**src/rtl/scoreboard_ctrl.sv**
```systemverilog
// Register scoreboard for in-order issue: tracks long-latency destinations,
// detects RAW/WAW hazards against decode, and quiesces the pipe on request.
module scoreboard_ctrl (
    input  logic        clk,
    input  logic        rst,
    input  logic        issue_valid,
    input  logic [4:0]  rs1,
    input  logic [4:0]  rs2,
    input  logic        rs1_used,
    input  logic        rs2_used,
    input  logic [4:0]  wd,
    input  logic        wb_en,
    input  logic        long_lat,
    input  logic        pipe_adv,
    input  logic        kill,
    input  logic        wb_valid,
    input  logic [4:0]  wb_rd,
    input  logic        drain_req,
    output logic        issue_ok,
    output logic        drain_ack,
    output logic        busy,
    output logic [31:0] stall_cnt
);

    typedef enum logic [1:0] {
        RUN   = 2'd0,
        DRAIN = 2'd1,
        ACK   = 2'd2
    } state_e;

    state_e      state_q, state_d;
    logic [31:0] pend_q, pend_d;
    logic [31:0] cnt_q, cnt_d;

    logic [31:0] clr_vec;
    logic [31:0] set_vec;
    logic [31:0] pend_eff;
    logic        hazard;
    logic        run_ok;
    logic        issue;
    logic        stall;

    // Writeback data is forwarded in decode, so its bit is already free.
    assign clr_vec  = wb_valid ? (32'd1 << wb_rd) : 32'd0;
    assign pend_eff = pend_q & ~clr_vec;

    assign hazard = (rs1_used & pend_eff[rs1])
                  | (rs2_used & pend_eff[rs2])
                  | (wb_en    & pend_eff[wd]);

    assign run_ok   = (state_q == RUN) & ~drain_req;
    assign issue_ok = issue_valid & ~hazard & ~kill & run_ok;
    assign issue    = issue_ok & pipe_adv;
    assign stall    = issue_valid & ~kill & pipe_adv & ~issue_ok;

    always_comb begin
        set_vec = 32'd0;
        if (issue && wb_en && long_lat && (wd != 5'd0)) begin
            set_vec = 32'd1 << wd;
        end
    end

    // Set after clear so a same-cycle reissue of the register wins.
    always_comb begin
        pend_d    = (pend_q & ~clr_vec) | set_vec;
        pend_d[0] = 1'b0;
    end

    always_comb begin
        cnt_d = cnt_q;
        if (stall && (cnt_q != 32'hFFFF_FFFF)) begin
            cnt_d = cnt_q + 32'd1;
        end
    end

    always_comb begin
        state_d = state_q;
        unique case (state_q)
            RUN: begin
                if (drain_req) state_d = DRAIN;
            end
            DRAIN: begin
                if (!drain_req)         state_d = RUN;
                else if (pend_q == '0)  state_d = ACK;
            end
            ACK: begin
                if (!drain_req) state_d = RUN;
            end
            default: state_d = RUN;
        endcase
    end

    always_ff @(posedge clk) begin
        if (rst) begin
            state_q <= RUN;
            pend_q  <= 32'd0;
            cnt_q   <= 32'd0;
        end else begin
            state_q <= state_d;
            pend_q  <= pend_d;
            cnt_q   <= cnt_d;
        end
    end

    assign busy      = |pend_q;
    assign drain_ack = (state_q == ACK);
    assign stall_cnt = cnt_q;

endmodule

```
**config.mk**
```make
export PLATFORM = sky130hd
export DESIGN_NAME = scoreboard_ctrl
export DESIGN_NICKNAME = d
export VERILOG_FILES = /design/src/rtl/scoreboard_ctrl.sv
export SDC_FILE = /design/constraint.sdc
export NUM_CORES = 1
export LEC_CHECK = 0
export ABC_AREA = 1
export BUFFER_PORTS_ARGS = -buffer_cell sky130_fd_sc_hd__buf_2
export CAP_MARGIN = 30
export CORE_MARGIN = 2
export CORE_UTILIZATION = 49
export DETAILED_ROUTE_END_ITERATION = 6
export PLACE_DENSITY = 0.7
export RECOVER_POWER = 100
export SLEW_MARGIN = 40
export SYNTH_ARGS = -nofsm -noshare
export SYNTH_HDL_FRONTEND = slang
export SYNTH_SLANG_ARGS = --single-unit
```
**constraint.sdc**
```tcl
create_clock -name clk -period 2.8 [get_ports clk]
set_clock_uncertainty 0.1 [all_clocks]
set_input_delay 0.42 -clock clk [delete_from_list [all_inputs] [get_ports clk]]
set_output_delay 0.42 -clock clk [all_outputs]
set_load 0.02 [all_outputs]
```
# After elaboration in Yosys (flattened, before gate mapping)
# Cells that the tools add are included.
[op_classes]
addsub = 1
order_cmp = 3
n_eq_ne = 6
shift = 2
n_mux = 13
bitwise_logic = 20
n_reduce_logical = 9
[ops]
columns = ["operator", "count"]
rows = [
  ["$mux W32", 2],
  ["$shl A1 B5 Y32 const A", 2],
  ["$add A32 B1 Y32 const B", 1],
  ["$and A32 B32 Y32", 1],
  ["$logic_not A32 Y1", 1],
  ["$ne A32 B32 Y1 const B", 1],
  ["$not A32 Y32", 1],
  ["$or A32 B32 Y32", 1],
  ["$reduce_or A32 Y1", 1],
  ["$lt A5 B6 Y1 const B", 3],
  ["$bmux W1 S5", 3],
  ["$and A1 B1 Y1", 11],
  ["$mux W2", 4],
  ["$pmux W2 S3", 1],
  ["$reduce_bool A5 Y1", 1],
  ["$logic_and A1 B1 Y1", 4],
  ["$ne A2 B2 Y1 const B", 2],
  ["$not A1 Y1", 4],
  ["$mux W1", 3],
  ["$ne A3 B3 Y1 const B", 1],
  ["$reduce_and A3 Y1", 1],
  ["$eq A2 B1 Y1 const B", 1],
  ["$eq A2 B2 Y1 const B", 1],
  ["$logic_not A2 Y1", 1],
  ["$or A1 B1 Y1", 2],
]
[word_totals]
ff_bits = 66
input_bits = 31
out_inout_bits = 35

# Depth between registers and ports, before layout
# Gate-level depths: netlist (run 1).
[logic_depth]
depth_word = 19
mapped_depth = 19
depth_no_buf = 17

# Least setup slack after synthesis (run 1)
# OpenSTA, ideal clock, no wires.
[synth_path]
path_type = "input to output"
from = "input port wb_rd[0]"
to = "output port issue_ok"
t_arrival_ns = 1.899
t_required_ns = 2.280
slack_ns = 0.381
stages = 17
n_path_buf = 2
path_cell_list = "buf_4 inv_2 nand2_1 nor2_2 nand3_1 nand2_1 nand2_1 nand2_1 nor2_1 nor2_1 nand2_1 nand2_1 nand2_1 nand3_2 nand4_4 buf_2 inv_1"
[synth_via]
elab_chain_cells = 13
elab_cells_between_ends = 19
cone_classes = "shift: 1; mux: 7; bitwise: 11"
[synth_rtl]
columns = ["item", "line", "rtl"]
rows = [
  ["start: declaration", "17", "input logic [4:0] wb_rd,"],
  ["$shl A1 B5 Y32 *", "44", "assign clr_vec = wb_valid ? (32'd1 << wb_rd) : 32'd0;"],
  ["$mux W32 *", "44", ""],
  ["$not A32 Y32 *", "45", "assign pend_eff = pend_q & ~clr_vec;"],
  ["$and A32 B32 Y32 *", "45", ""],
  ["$bmux W1 S5, on equally long branches", "47, 48", ""],
  ["$mux W1, on equally long branches", "47, 48", ""],
  ["$and A1 B1 Y1, on equally long branches", "47, 48", ""],
  ["$or A1 B1 Y1", "48", "| (rs2_used & pend_eff[rs2])"],
  ["$or A1 B1 Y1 *", "49", "| (wb_en & pend_eff[wd]);"],
  ["$not A1 Y1 *", "52", "assign issue_ok = issue_valid & ~hazard & ~kill & run_ok;"],
  ["$and A1 B1 Y1 * (3 in a row)", "52", ""],
  ["end: declaration", "19", "output logic issue_ok,"],
]
# Every way passes the cells marked *; elsewhere a longest branch is shown, timed or not. The select of a mux whose other input is x is not followed.

# Worst setup path in the final report (run 1)
[layout_path]
from = "input port wb_rd[1]"
to = "output port issue_ok"
# Same word-level chain as after synthesis.

==> impl_summary.md, run 1 <==
Final layout
The total non-filler cell area in the finished layout is 5650 um^2. The proportion of layout cells with a drive suffix above 1 is 12.1%. 0 antenna diodes ended up in the layout. Once layout is complete, the cells apart from fillers number 1011. In the final design database the tool counted 905 nets. Relative to the synthesized area, the layout overhead comes to 14.2%.

Logic synthesis
The synthesized design contains 0 enable-type register cells. The number of nets in the synthesized netlist is 847. The register bit count reported by yosys is 65. The Yosys step of the flow raised 0 warnings.

The cell type with the largest total area after synthesis is sky130_fd_sc_hd__dfxtp_1. In the post-synthesis netlist, the cell with the most instances is sky130_fd_sc_hd__nand3_1. The area share of the leading cell type in the synthesized netlist is 26.3%. After synthesis, the cell types taking the most area are sky130_fd_sc_hd__dfxtp_1 26%, sky130_fd_sc_hd__nand3_1 18%, sky130_fd_sc_hd__nand2_1 13%.

By count the netlist is led by 180 x sky130_fd_sc_hd__nand3_1, 170 x sky130_fd_sc_hd__nand2_1, 79 x sky130_fd_sc_hd__nor2_1, 73 x sky130_fd_sc_hd__a21oi_1, 65 x sky130_fd_sc_hd__dfxtp_1. The total standard cell area after synthesis is 4950 um^2. The count of different cell masters after synthesis is 33.

The share of synthesized area occupied by flip-flops and latches is 26.3%. The proportion of register bits with asynchronous set or reset after synthesis is 0%. In this run the mean area of a mapped cell was 6.07 um^2. The flip-flop cell with the highest count after synthesis is sky130_fd_sc_hd__dfxtp_1.

After technology mapping, the gate count stands at 815.

STA
For the pin with the worst max-slew slack, the measured transition is 659 ps. The upper clock frequency limit is 0.377 GHz. The final count of negative-setup-slack endpoints is 0.

The max-slew violation total from the final report came to 0. The total count of hold-check failures in the final report is 0. The setup TNS is 0 ps. Measured against its own limit, the worst slew margin works out to 55.7%. The minimum setup slack in the final design is 149 ps. The minimum period implied by the final worst setup slack is 2650 ps. The post-route clock period utilization is 94.7%.

Clocking
The CTS tree is done. Clock tree synthesis inserted a total of 9 buffers. The clock root buffer is sky130_fd_sc_hd__clkbuf_8. The insertion delay to the later sink of the worst-skew pair is 350 ps. The maximum clock path buffer count is 2. The H-tree was split into 3 levels. The clock drives 65 sinks.

The number of buffers added to fix hold violations after cts is 0. Clock-pin slew was measured on the worst setup and hold paths at 70 ps.

Critical path
The largest single stage delay on the critical path is 200 ps. The terminus of the critical flop-to-flop path is stall_cnt[23]. Among the stages of the critical path, the cell type that occurs most often is sky130_fd_sc_hd__nand2_1. The worst setup path is captured at an output port. Measured in cells, the most critical reg-to-reg path has a length of 12. The register-to-register setup slack is 350 ps. The critical path is of the primary input to output port type. The critical-path cell with the highest stage delay is sky130_fd_sc_hd__buf_2. The beginning of the worst register-to-register path is stall_cnt[1]. Along the worst path, the maximum fanout reaches 9. The worst setup path is launched from a primary input. STA puts the critical path data arrival time at 2130 ps. STA puts the critical path data required time at 2280 ps. Traced cell by cell, the critical path runs through buf_2 > nand2_1 > nor2_4 > nand3_1 > nand2_1 > nand2_1 > nand2_1 > inv_1 > nand2_1 > nand3_1 > nand2_1 > nand2_1 > nand3_2 > nand4_4 > inv_1 > buf_4.

Route
Summing over every cut layer, the via total after detailed routing is 6039. The average routed wire per standard cell is 17.3 um. The per-cell via count in the routed design is 5.97. The DRC violation count after routing is 0.

The number of iterations in the first detailed-routing pass is 6. After detailed routing, the total wire length is 17500 um. Once detail routing completed, the nets flagged for antenna violations numbered 0. The detailed router's first-iteration violation count is 552.

Placed design
Timing analysis after detailed placement gives a worst setup slack of 54.9 ps. The wire-length estimate of the detail-placed layout is 13500 um. The placed instances occupy a cell area of 5410 um^2. In this run the tool buffered the top-level ports with 65 buffer cells. The placer's final routability congestion estimate is 1.04.

The cell count after placement is 993.

Min path
The worst hold path begins at drain_req. The sink of the worst hold path is state_q[1]. The worst hold path passes through 3 cells. In this run the worst hold path is classified as primary input to flop.

Global routing
The total routing usage reported by global routing is 31.7%. The initial antenna violation count is 0. The sum of overflow across all layers after global routing is 0. The largest net degree at the start of global routing is 32.

The global routing met2 resource utilization is 56.1%. The number of global-route vias before repair is 5695. The wire length of the first global-routing pass is 28000 um. Global routing consumed, on the met3 layer, 4.20% of the routing resources. The fraction of met1 tracks used by global routing is 36.1%. met2 is the most crowded layer.

Floorplanning
In this run the count of I/O pins placed on the die edge is 66. The height of the chip is 104 um. The floorplan core area is 9770 um^2. The overall die area is 10900 um^2. The number of rows created at floorplan is 36. The x dimension of the die is 104 um. The initial standard-cell utilization of the core is 50.6%.

Power
The worst-case IR drop observed on VDD is 0.000251 V. The standby leakage power is 2.05 nW. Total power for the finished layout comes to 2.03 mW. The power per unit of standard cell area is 360 nW/um^2.

Job
The max-capacitance violation count is 0.

Outcome
The run finished with clean final reports.
## flip-flops by register name, summed over array words and instances (netlist names)
name / flops
stall_cnt: 32
pend_q: 31
state_q: 2
## critical path, delay by kind of cell
family,cells,cell delay [ps]
buf+inv,4,480
simple gates,12,1220
## area by class of cell
type	count	area, um^2
timing repair buffer	94	527
sequential	65	1300
fill	1039	4130
clock inverter	6	58.8
inverter	63	241
multi-input combinational	640	3230
clock buffer	10	128
tap	133	166
## cell families after synthesis
logic type | count (synthesis) | share of synthesized area (%)
AOI/OAI and AO/OA | 81 | 8.55
xor gates and xnor gates | 30 | 5.31
adders and majority gates | 1 | 0.253
buffers and inverters | 110 | 9.64
DFF | 65 | 26.3
and+or+nand+nor | 528 | 49.9
## layer usage
metal	up-vias	share of wire, %	routed length (um)
li1	2912	-	-
met5	-	0	0
met1	2735	38	6690
met2	315	49	8580
met4	0	5.8	1020
met3	77	6.9	1200
## worst max-delay path by stage
stage             start    endpoint  slack (ps)  cells after the start
2_1_floorplan  wb_rd[0]    issue_ok         380                     17
3_3_place_gp   wb_rd[4]    issue_ok          70                     16
3_5_place_dp   wb_rd[2]    issue_ok          50                     14
4_1_cts        wb_rd[2]    issue_ok          50                     14
5_1_grt        wb_rd[0]  pend_q[20]          -7                     19
6_report       wb_rd[1]    issue_ok         150                     16
## stage by stage
stage          hold WS [ps]  utilization, %
2_1_floorplan           328               -
3_3_place_gp            335            55.4
3_5_place_dp            361            55.4
4_1_cts                 237            57.3
5_1_grt                 257            57.8
6_report                237            57.8
## where the power goes
group / total, mW / internal [mW] / switching [mW]
sequential: 0.929 / 0.926 / 0.00227
combinational: 0.328 / 0.0959 / 0.232
clock: 0.779 / 0.406 / 0.372
## timing repair
action / 4_1_cts / 5_1_grt
buffers inserted: 0 / 2
gates resized for setup: 0 / 23
endpoints found under the setup margin: 0 / 1
## placed cells by master (no fill, tap or decap), types with 3 or more instances in the layout
| cell type | instances |
|---|---|
| sky130_fd_sc_hd__nor2_4 | 4 |
| sky130_fd_sc_hd__clkinv_1 | 3 |
| sky130_fd_sc_hd__xnor2_1 | 3 |
| sky130_fd_sc_hd__dfxtp_1 | 65 |
| sky130_fd_sc_hd__buf_4 | 27 |
| sky130_fd_sc_hd__nand2_2 | 3 |
| sky130_fd_sc_hd__nand3_2 | 7 |
| sky130_fd_sc_hd__inv_1 | 53 |
| sky130_fd_sc_hd__nor2_2 | 8 |
| sky130_fd_sc_hd__clkinv_2 | 4 |
| sky130_fd_sc_hd__nand4_1 | 48 |
| sky130_fd_sc_hd__inv_2 | 6 |
| sky130_fd_sc_hd__a21oi_1 | 73 |
| sky130_fd_sc_hd__nor3_1 | 15 |
| sky130_fd_sc_hd__nand3_1 | 176 |
| sky130_fd_sc_hd__nor4_1 | 20 |
| sky130_fd_sc_hd__clkbuf_8 | 9 |
| sky130_fd_sc_hd__clkbuf_1 | 36 |
| sky130_fd_sc_hd__nor2_1 | 74 |
| sky130_fd_sc_hd__buf_2 | 28 |
| sky130_fd_sc_hd__nand2_1 | 168 |
| sky130_fd_sc_hd__xor2_1 | 27 |
Note: power is estimated with default switching activity, not from simulation.
==> run 2: changes to the inputs <==
- CORE_UTILIZATION: 49 -> 42
- PLACE_DENSITY: 0.7 -> default
==> run 2 against run 1 <==
- first-iteration DRC count rose by 8.3%
- hold slack improved by 14 ps
- final cell count up 1.1%
- flip-flop and latch count is the same
- core utilization decreased by 6.8 points
- global-route usage decreased by 3.7 points
- design area rose by 3.5%
- clock-buffer cell count up 2
- maximum frequency is 0.49% lower
- die area increased by 16%
- setup slack got worse by 13 ps
==> impl_summary.md, run 2 (synthesis gave the netlist of run 1 again) <==
Outcome
Outcome: completed (unchanged).

Min path
The number of cells on the worst hold path is 3 (unchanged). The worst min-delay path class is primary input to flop (unchanged). The sink of the worst hold path is state_q[0] (was state_q[1]).

The launch point of the worst hold path is drain_req (unchanged).

Route
The per-cell via count in the routed design came to 5.86 (was 5.97). The DRC violation count after routing is 0 (unchanged). The average routed wire per standard cell is 17.5 um (was 17.3 um). The detailed router's first-iteration violation count is 598 (was 552). The total number of vias is 5984 (was 6039).

The detailed-route wire length is 17900 um (was 17500 um). The number of iterations in the first detailed-routing pass is 7 (was 6). The remaining antenna violation count is 0 (unchanged).

Final layout
The most common library cell in the layout ignoring fill and taps was sky130_fd_sc_hd__nand3_1 (unchanged). The number of standard cells in the layout, taps in and fillers out came to 1022 (was 1011). The post-synthesis to final-layout area growth is 18.2% (was 14.2%).

Most frequent cells in the layout: 174 x sky130_fd_sc_hd__nand3_1, 166 x sky130_fd_sc_hd__nand2_1, 73 x sky130_fd_sc_hd__a21oi_1 (was 176 x sky130_fd_sc_hd__nand3_1, 168 x sky130_fd_sc_hd__nand2_1, 74 x sky130_fd_sc_hd__nor2_1). The proportion of layout cells with a drive suffix above 1 was 13.1% (was 12.1%). The flip-flop count of the largest register after layout is 32 (unchanged).

The total number of nets in the final design came to 905 (unchanged).

Floorplanning
The floorplan core area is 11500 um^2 (was 9770 um^2). The number of placed I/O pins is 66 (unchanged). The overall die area is 12700 um^2 (was 10900 um^2). The height of the chip is 113 um (was 104 um). The number of rows created at floorplan is 39 (was 36). The x dimension of the die is 113 um (was 104 um). The initial standard-cell utilization of the core came to 43.1% (was 50.6%).

Critical path
Cell-by-cell trace of the critical path: clkbuf_4 > inv_2 > nand3_1 > nor2_2 > nand2_2 > nand2_2 > nand2_1 > nand2_1 > nor2_1 > nor2_1 > nand2_1 > nand2_1 > nand2_1 > nand3_2 > nand4_4 > inv_2 > buf_4 (was buf_2 > nand2_1 > nor2_4 > nand3_1 > nand2_1 > nand2_1 > nand2_1 > inv_1 > nand2_1 > nand3_1 > nand2_1 > nand2_1 > nand3_2 > nand4_4 > inv_1 > buf_4). The terminus of the critical flop-to-flop path is stall_cnt[31] (was stall_cnt[23]). The required time of the critical path is 2280 ps (about the same). The beginning of the worst register-to-register path is stall_cnt[0] (was stall_cnt[1]).

The critical path arrival came to 2140 ps (was 2130 ps). The register-to-register setup slack was 570 ps (was 350 ps). The launching element type of the critical path is a primary input (unchanged).

The kind of end point of the critical path is an output port (unchanged). The critical-path cell with the highest stage delay is sky130_fd_sc_hd__nor2_2 (was sky130_fd_sc_hd__buf_2). The critical path's most frequent cell is sky130_fd_sc_hd__nand2_1 (unchanged). The largest fanout of any net on the critical path is 9 (unchanged). The peak per-stage delay on the critical path was 180 ps (was 200 ps). The number of cells on the worst reg-to-reg path is 10 (was 12). The worst setup path category is primary input to output port (unchanged).

Power
The clock network fraction of total power was 49.5% (was 38.3%). The standby leakage power came to 2.12 nW (was 2.05 nW). The internal power contribution was 1.85 mW (was 1.43 mW).

The relative contribution of sequential cells to total power was 37.1% (was 45.6%). The power per unit of standard cell area is 429 nW/um^2 (was 360 nW/um^2). The net switching fraction of the power came to 26.1% (was 29.8%).

The share of total power in combinational logic is 13.4% (was 16.1%). The reported net switching power is 0.654 mW (was 0.606 mW). The maximum VDD drop is 0.000291 V (was 0.000251 V).

STA
The final count of negative-setup-slack endpoints came to 0 (unchanged). The setup TNS is 0 ps (unchanged). The post-route clock period utilization is 95.1% (was 94.7%).

The worst relative slew slack is 64.7% (was 55.7%). The total count of hold-check failures in the final report came to 0 (unchanged). The max-slew violation total from the final report is 0 (unchanged). The actual slew at the worst max-slew pin was 524 ps (was 659 ps).

The minimum period implied by the final worst setup slack was 2660 ps (was 2650 ps). The upper clock frequency limit is 0.375 GHz (was 0.377 GHz).

Clocking
The number of buffers added to fix hold violations after cts is 0 (unchanged). The insertion delay to the later sink of the worst-skew pair came to 330 ps (was 350 ps). The number of H-tree levels is 3 (unchanged). The number of clock sinks is 65 (unchanged).

The maximum clock path buffer count is 2 (unchanged). The clock slew at the register clock pins of the worst setup and hold paths is 60 ps (was 70 ps). The clock root buffer was sky130_fd_sc_hd__clkbuf_16 (was sky130_fd_sc_hd__clkbuf_8). The total CTS buffers was 9 (unchanged).

The CTS tree was done (unchanged).

Placed design
The final HPWL from detailed placement is 13700 um (was 13500 um). The placer's final routability congestion estimate is 1.03 (was 1.04). The number of port buffers is 65 (unchanged). The cell count after placement is 1003 (was 993).

Global routing
The number of global-route vias before repair is 5781 (was 5695). The total routing usage reported by global routing is 28.0% (was 31.7%). The sum of overflow across all layers after global routing came to 0 (unchanged).

The initial antenna violation count is 0 (unchanged). The largest net degree at the start of global routing is 33 (was 32). The wire length of the first global-routing pass is 28600 um (was 28000 um).

Job
The max-capacitance violation count came to 0 (unchanged).
## run 2: power by group through the flow
stage	logic [mW]	clock network, mW	registers (mW)
6_report	0.337	1.24	0.930
5_1_grt	0.366	1.30	0.930
4_1_cts	0.316	1.26	0.930
3_5_place_dp	0.315	0	0.950
3_3_place_gp	0.315	0	0.950
2_1_floorplan	0.203	0	0.951
## run 2: metrics by stage
stage          instance area [um^2]  power [mW]  hold slack (ps)  utilization, %  setup slack (ps)
2_1_floorplan                  4950        1.15              328               -               381
5_1_grt                        5840        2.60              271            51.0             -8.18
6_report                       5850        2.51              251            51.0               136
4_1_cts                        5770        2.50              247            50.3              5.18
3_5_place_dp                   5440        1.26              364            47.4              18.2
3_3_place_gp                   5440        1.26              336            47.4              19.4
## run 2: per-layer routing
metal	vias to the layer above	part of all wire (%)	GRT usage, %
met4	0	4.9	16.1
li1	2909	-	-
met2	290	49	49.1
met1	2717	39	32.2
met3	68	6.5	4.70
met5	-	0	0
## run 2: area by class of cell
cell class | instances | area, um^2
diodes | 1 | 2.50
clock buffers | 12 | 256
clock inverters | 4 | 75.1
fillers | 1206 | 5620
inverters | 63 | 244
multi-input cells | 640 | 3260
flip-flops and latches | 65 | 1300
well taps | 143 | 179
repair buffers | 94 | 529
## run 2: worst max-delay path, delay by kind of cell
family	cells	cell delay (ps)
buffers and inverters	4	510
AND/OR/NAND/NOR	13	1200
## run 2: repair_timing
| action | CTS | global route |
|---|---|---|
| resized for setup | 0 | 32 |
| setup endpoints to repair | 0 | 1 |
| buffers inserted | 0 | 2 |
## run 2: worst max-delay path by stage
| stage | slack (ps) | start | cells past startpoint | to |
|---|---|---|---|---|
| floorplan | 380 | wb_rd[0] | 17 | issue_ok |
| global placement | 20 | wb_rd[4] | 16 | issue_ok |
| detailed placement | 20 | wb_rd[4] | 16 | issue_ok |
| CTS | 5 | wb_rd[4] | 16 | issue_ok |
| global route | -8 | wb_rd[1] | 15 | issue_ok |
| finish | 140 | wb_rd[1] | 17 | issue_ok |
==> run 3: changes to the inputs <==
- CORE_MARGIN: 2 -> default
==> run 3 against run 2 <==
- the run now ends with design-rule violations left
- wire length down 1.1%
- clock-buffer cell count down 1
- final cell count barely moved
- maximum frequency hardly changed
- combinational power shrank 2%
- flip-flop and latch count stayed put
- sequential share of layout area grew 0.072 points
- die area is 3.5% lower
- clock power up 6%
- hold slack got worse by 4.0 ps
- non-clock buffer count up 2
- critical path type unchanged
- critical endpoint unchanged
- highest routed layer unchanged
==> impl_summary.md, run 3 (synthesis gave the netlist of run 1 again) <==
Min path
The launch point of the worst hold path is drain_req (unchanged). The worst min-delay path class is primary input to flop (unchanged).

Global routing
The number of global-route vias before repair came to 5736 (was 5781). The total routing usage reported by global routing was 29.0% (was 28.0%). The largest net degree at the start of global routing is 32 (was 33).

The sum of overflow across all layers after global routing came to 0 (unchanged). The initial antenna violation count is 0 (unchanged). The wire length of the first global-routing pass was 28700 um (was 28600 um).

Final layout
The total non-filler cell area in the finished layout is 5830 um^2 (was 5850 um^2). The multi-input gate area in the final layout was 3230 um^2 (was 3260 um^2). The total number of nets in the final design is 907 (was 905).

The post-synthesis to final-layout area growth is 17.8% (was 18.2%). The most common library cell in the layout ignoring fill and taps is sky130_fd_sc_hd__nand3_1 (unchanged). The proportion of layout cells with a drive suffix above 1 is 12.6% (was 13.1%). The total inserted antenna cells is 0 (was 1).

The number of filler cells placed in the layout is 1205 (was 1206). Most frequent cells in the layout: 176 x sky130_fd_sc_hd__nand3_1, 165 x sky130_fd_sc_hd__nand2_1, 76 x sky130_fd_sc_hd__nor2_1 (was 174 x sky130_fd_sc_hd__nand3_1, 166 x sky130_fd_sc_hd__nand2_1, 73 x sky130_fd_sc_hd__a21oi_1). The flip-flop count of the largest register after layout is 32 (unchanged). The area of all sequential standard cells is 1300 um^2 (unchanged).

The number of standard cells in the layout, taps in and fillers out is 1023 (was 1022).

Floorplanning
The height of the chip is 111 um (was 113 um). The overall die area is 12200 um^2 (was 12700 um^2). The number of rows created at floorplan is 39 (unchanged). The x dimension of the die came to 111 um (was 113 um). The initial standard-cell utilization of the core is 43.1% (unchanged). The number of placed I/O pins is 66 (unchanged). The floorplan core area is 11500 um^2 (unchanged).

Route
The detailed-route wire length was 17700 um (was 17900 um). The detailed router's first-iteration violation count was 479 (was 598). The remaining antenna violation count came to 0 (unchanged). The total number of vias came to 6025 (was 5984). The DRC violation count after routing is 8 (was 0). The average routed wire per standard cell came to 17.3 um (was 17.5 um).

The number of iterations in the first detailed-routing pass is 7 (unchanged). The per-cell via count in the routed design was 5.89 (was 5.86).

Power
The maximum VDD drop is 0.000327 V (was 0.000291 V). The power per unit of standard cell area is 442 nW/um^2 (was 429 nW/um^2). The standby leakage power is 2.13 nW (was 2.12 nW).

STA
The post-route clock period utilization is 95.2% (was 95.1%). The actual slew at the worst max-slew pin is 567 ps (was 524 ps). The worst relative slew slack came to 62.2% (was 64.7%).

The minimum period implied by the final worst setup slack was 2670 ps (was 2660 ps). The total count of hold-check failures in the final report is 0 (unchanged). The max-slew violation total from the final report was 0 (unchanged).

The upper clock frequency limit is 0.375 GHz (about the same). The final count of negative-setup-slack endpoints is 0 (unchanged).

Critical path
The worst setup path category was primary input to output port (unchanged). The critical-path cell with the highest stage delay is sky130_fd_sc_hd__o21ai_0 (was sky130_fd_sc_hd__nor2_2). The kind of end point of the critical path is an output port (unchanged). The largest fanout of any net on the critical path is 9 (unchanged). The peak per-stage delay on the critical path is 360 ps (was 180 ps). The launching element type of the critical path is a primary input (unchanged).

The register-to-register setup slack is 320 ps (was 570 ps). The number of buffers and inverters on the critical path is 4 (unchanged). The required time of the critical path came to 2280 ps (about the same). The critical path arrival was 2150 ps (was 2140 ps). The category of cells accounting for the largest share of critical-path delay is simple AND/OR/NAND/NOR gates (unchanged). The beginning of the worst register-to-register path is stall_cnt[1] (was stall_cnt[0]).

Cell-by-cell trace of the critical path: clkbuf_4 > buf_4 > nand4_1 > o21ai_0 > a21oi_1 > nand3_1 > nand3_1 > nand2_1 > nand2_1 > nand3_2 > nand4_4 > inv_2 > buf_4 (was clkbuf_4 > inv_2 > nand3_1 > nor2_2 > nand2_2 > nand2_2 > nand2_1 > nand2_1 > nor2_1 > nor2_1 > nand2_1 > nand2_1 > nand2_1 > nand3_2 > nand4_4 > inv_2 > buf_4). The worst setup path startpoint is wb_rd[2] (was wb_rd[1]).

Placed design
The number of port buffers is 65 (unchanged). The standard cell area after detailed placement came to 5440 um^2 (about the same). The cell count after placement is 1005 (was 1003). The placer's final routability congestion estimate was 0.993 (was 1.03). The final HPWL from detailed placement is 13900 um (was 13700 um).

Clocking
The number of H-tree levels is 3 (unchanged). The insertion delay to the later sink of the worst-skew pair is 340 ps (was 330 ps). The total CTS buffers is 9 (unchanged). The clock slew at the register clock pins of the worst setup and hold paths was 60 ps (about the same). The maximum clock path buffer count is 2 (unchanged). The clock root buffer is sky130_fd_sc_hd__clkbuf_16 (unchanged).

The number of clock sinks was 65 (unchanged). The CTS tree is done (unchanged).

Outcome
Outcome: finished with violations (was completed). The checks that failed: design-rule violations.

Job
The max-capacitance violation count was 0 (unchanged).
run 3: metrics by stage:
stage	TNS (ps)	util (%)	hold WS, ps	setup WS, ps	power, mW
2_1_floorplan	0	-	328	381	1.15
3_3_place_gp	0	47.4	333	21.6	1.27
3_5_place_dp	0	47.4	352	48.8	1.26
4_1_cts	0	50.5	247	35.2	2.57
5_1_grt	-0.596	50.8	276	-0.596	2.65
6_report	0	50.8	247	134	2.57
run 3: routing by layer:
| metal | vias up | wire length, um | global-route usage (%) |
|---|---|---|---|
| li1 | 2915 | - | - |
| met1 | 2741 | 6940 | 32.7 |
| met2 | 295 | 8700 | 51.2 |
| met3 | 74 | 1090 | 4.56 |
| met4 | 0 | 950 | 17.8 |
| met5 | - | 0 | 0 |
run 3: area by class of cell:
type	instances	share of cell area, %
multi-input combinational	640	55.5
tap	143	3.07
clock buffer	11	4.16
timing repair buffer	96	9.06
inverter	63	4.14
sequential	65	22.3
clock inverter	5	1.76
run 3: path summary, 6_finish.rpt:
kind | cells past startpoint | endpoint
setup / recovery | 13 | issue_ok
hold / removal | 3 | state_q[0]
setup reg to reg | 12 | stall_cnt[30]
hold reg to reg | 1 | state_q[0]
run 3: what timing repair did:
item / CTS / global route
setup endpoints to repair: 0 / 1
hold buffers: 0 / 0
buffers inserted: 0 / 2
gates resized for setup: 0 / 26
run 3: worst register-to-register path, cell delays in order (launching register included):
cell and delay [ps]:
sky130_fd_sc_hd__dfxtp_1 380, sky130_fd_sc_hd__ha_1 250, sky130_fd_sc_hd__nand2_1 90, sky130_fd_sc_hd__nor2_1 200
sky130_fd_sc_hd__inv_1 110, sky130_fd_sc_hd__nor4_1 250, sky130_fd_sc_hd__nand3_1 130, sky130_fd_sc_hd__nand3_1 90
sky130_fd_sc_hd__inv_1 80, sky130_fd_sc_hd__nand2_2 80, sky130_fd_sc_hd__clkbuf_1 380, sky130_fd_sc_hd__nand2_1 120
sky130_fd_sc_hd__a21oi_1 150
run 3: where the power goes:
part	internal [mW]	switching, mW	total, mW
clock	0.892	0.423	1.32
sequential	0.928	0.00237	0.930
combinational	0.0970	0.232	0.329
total	1.92	0.657	2.57
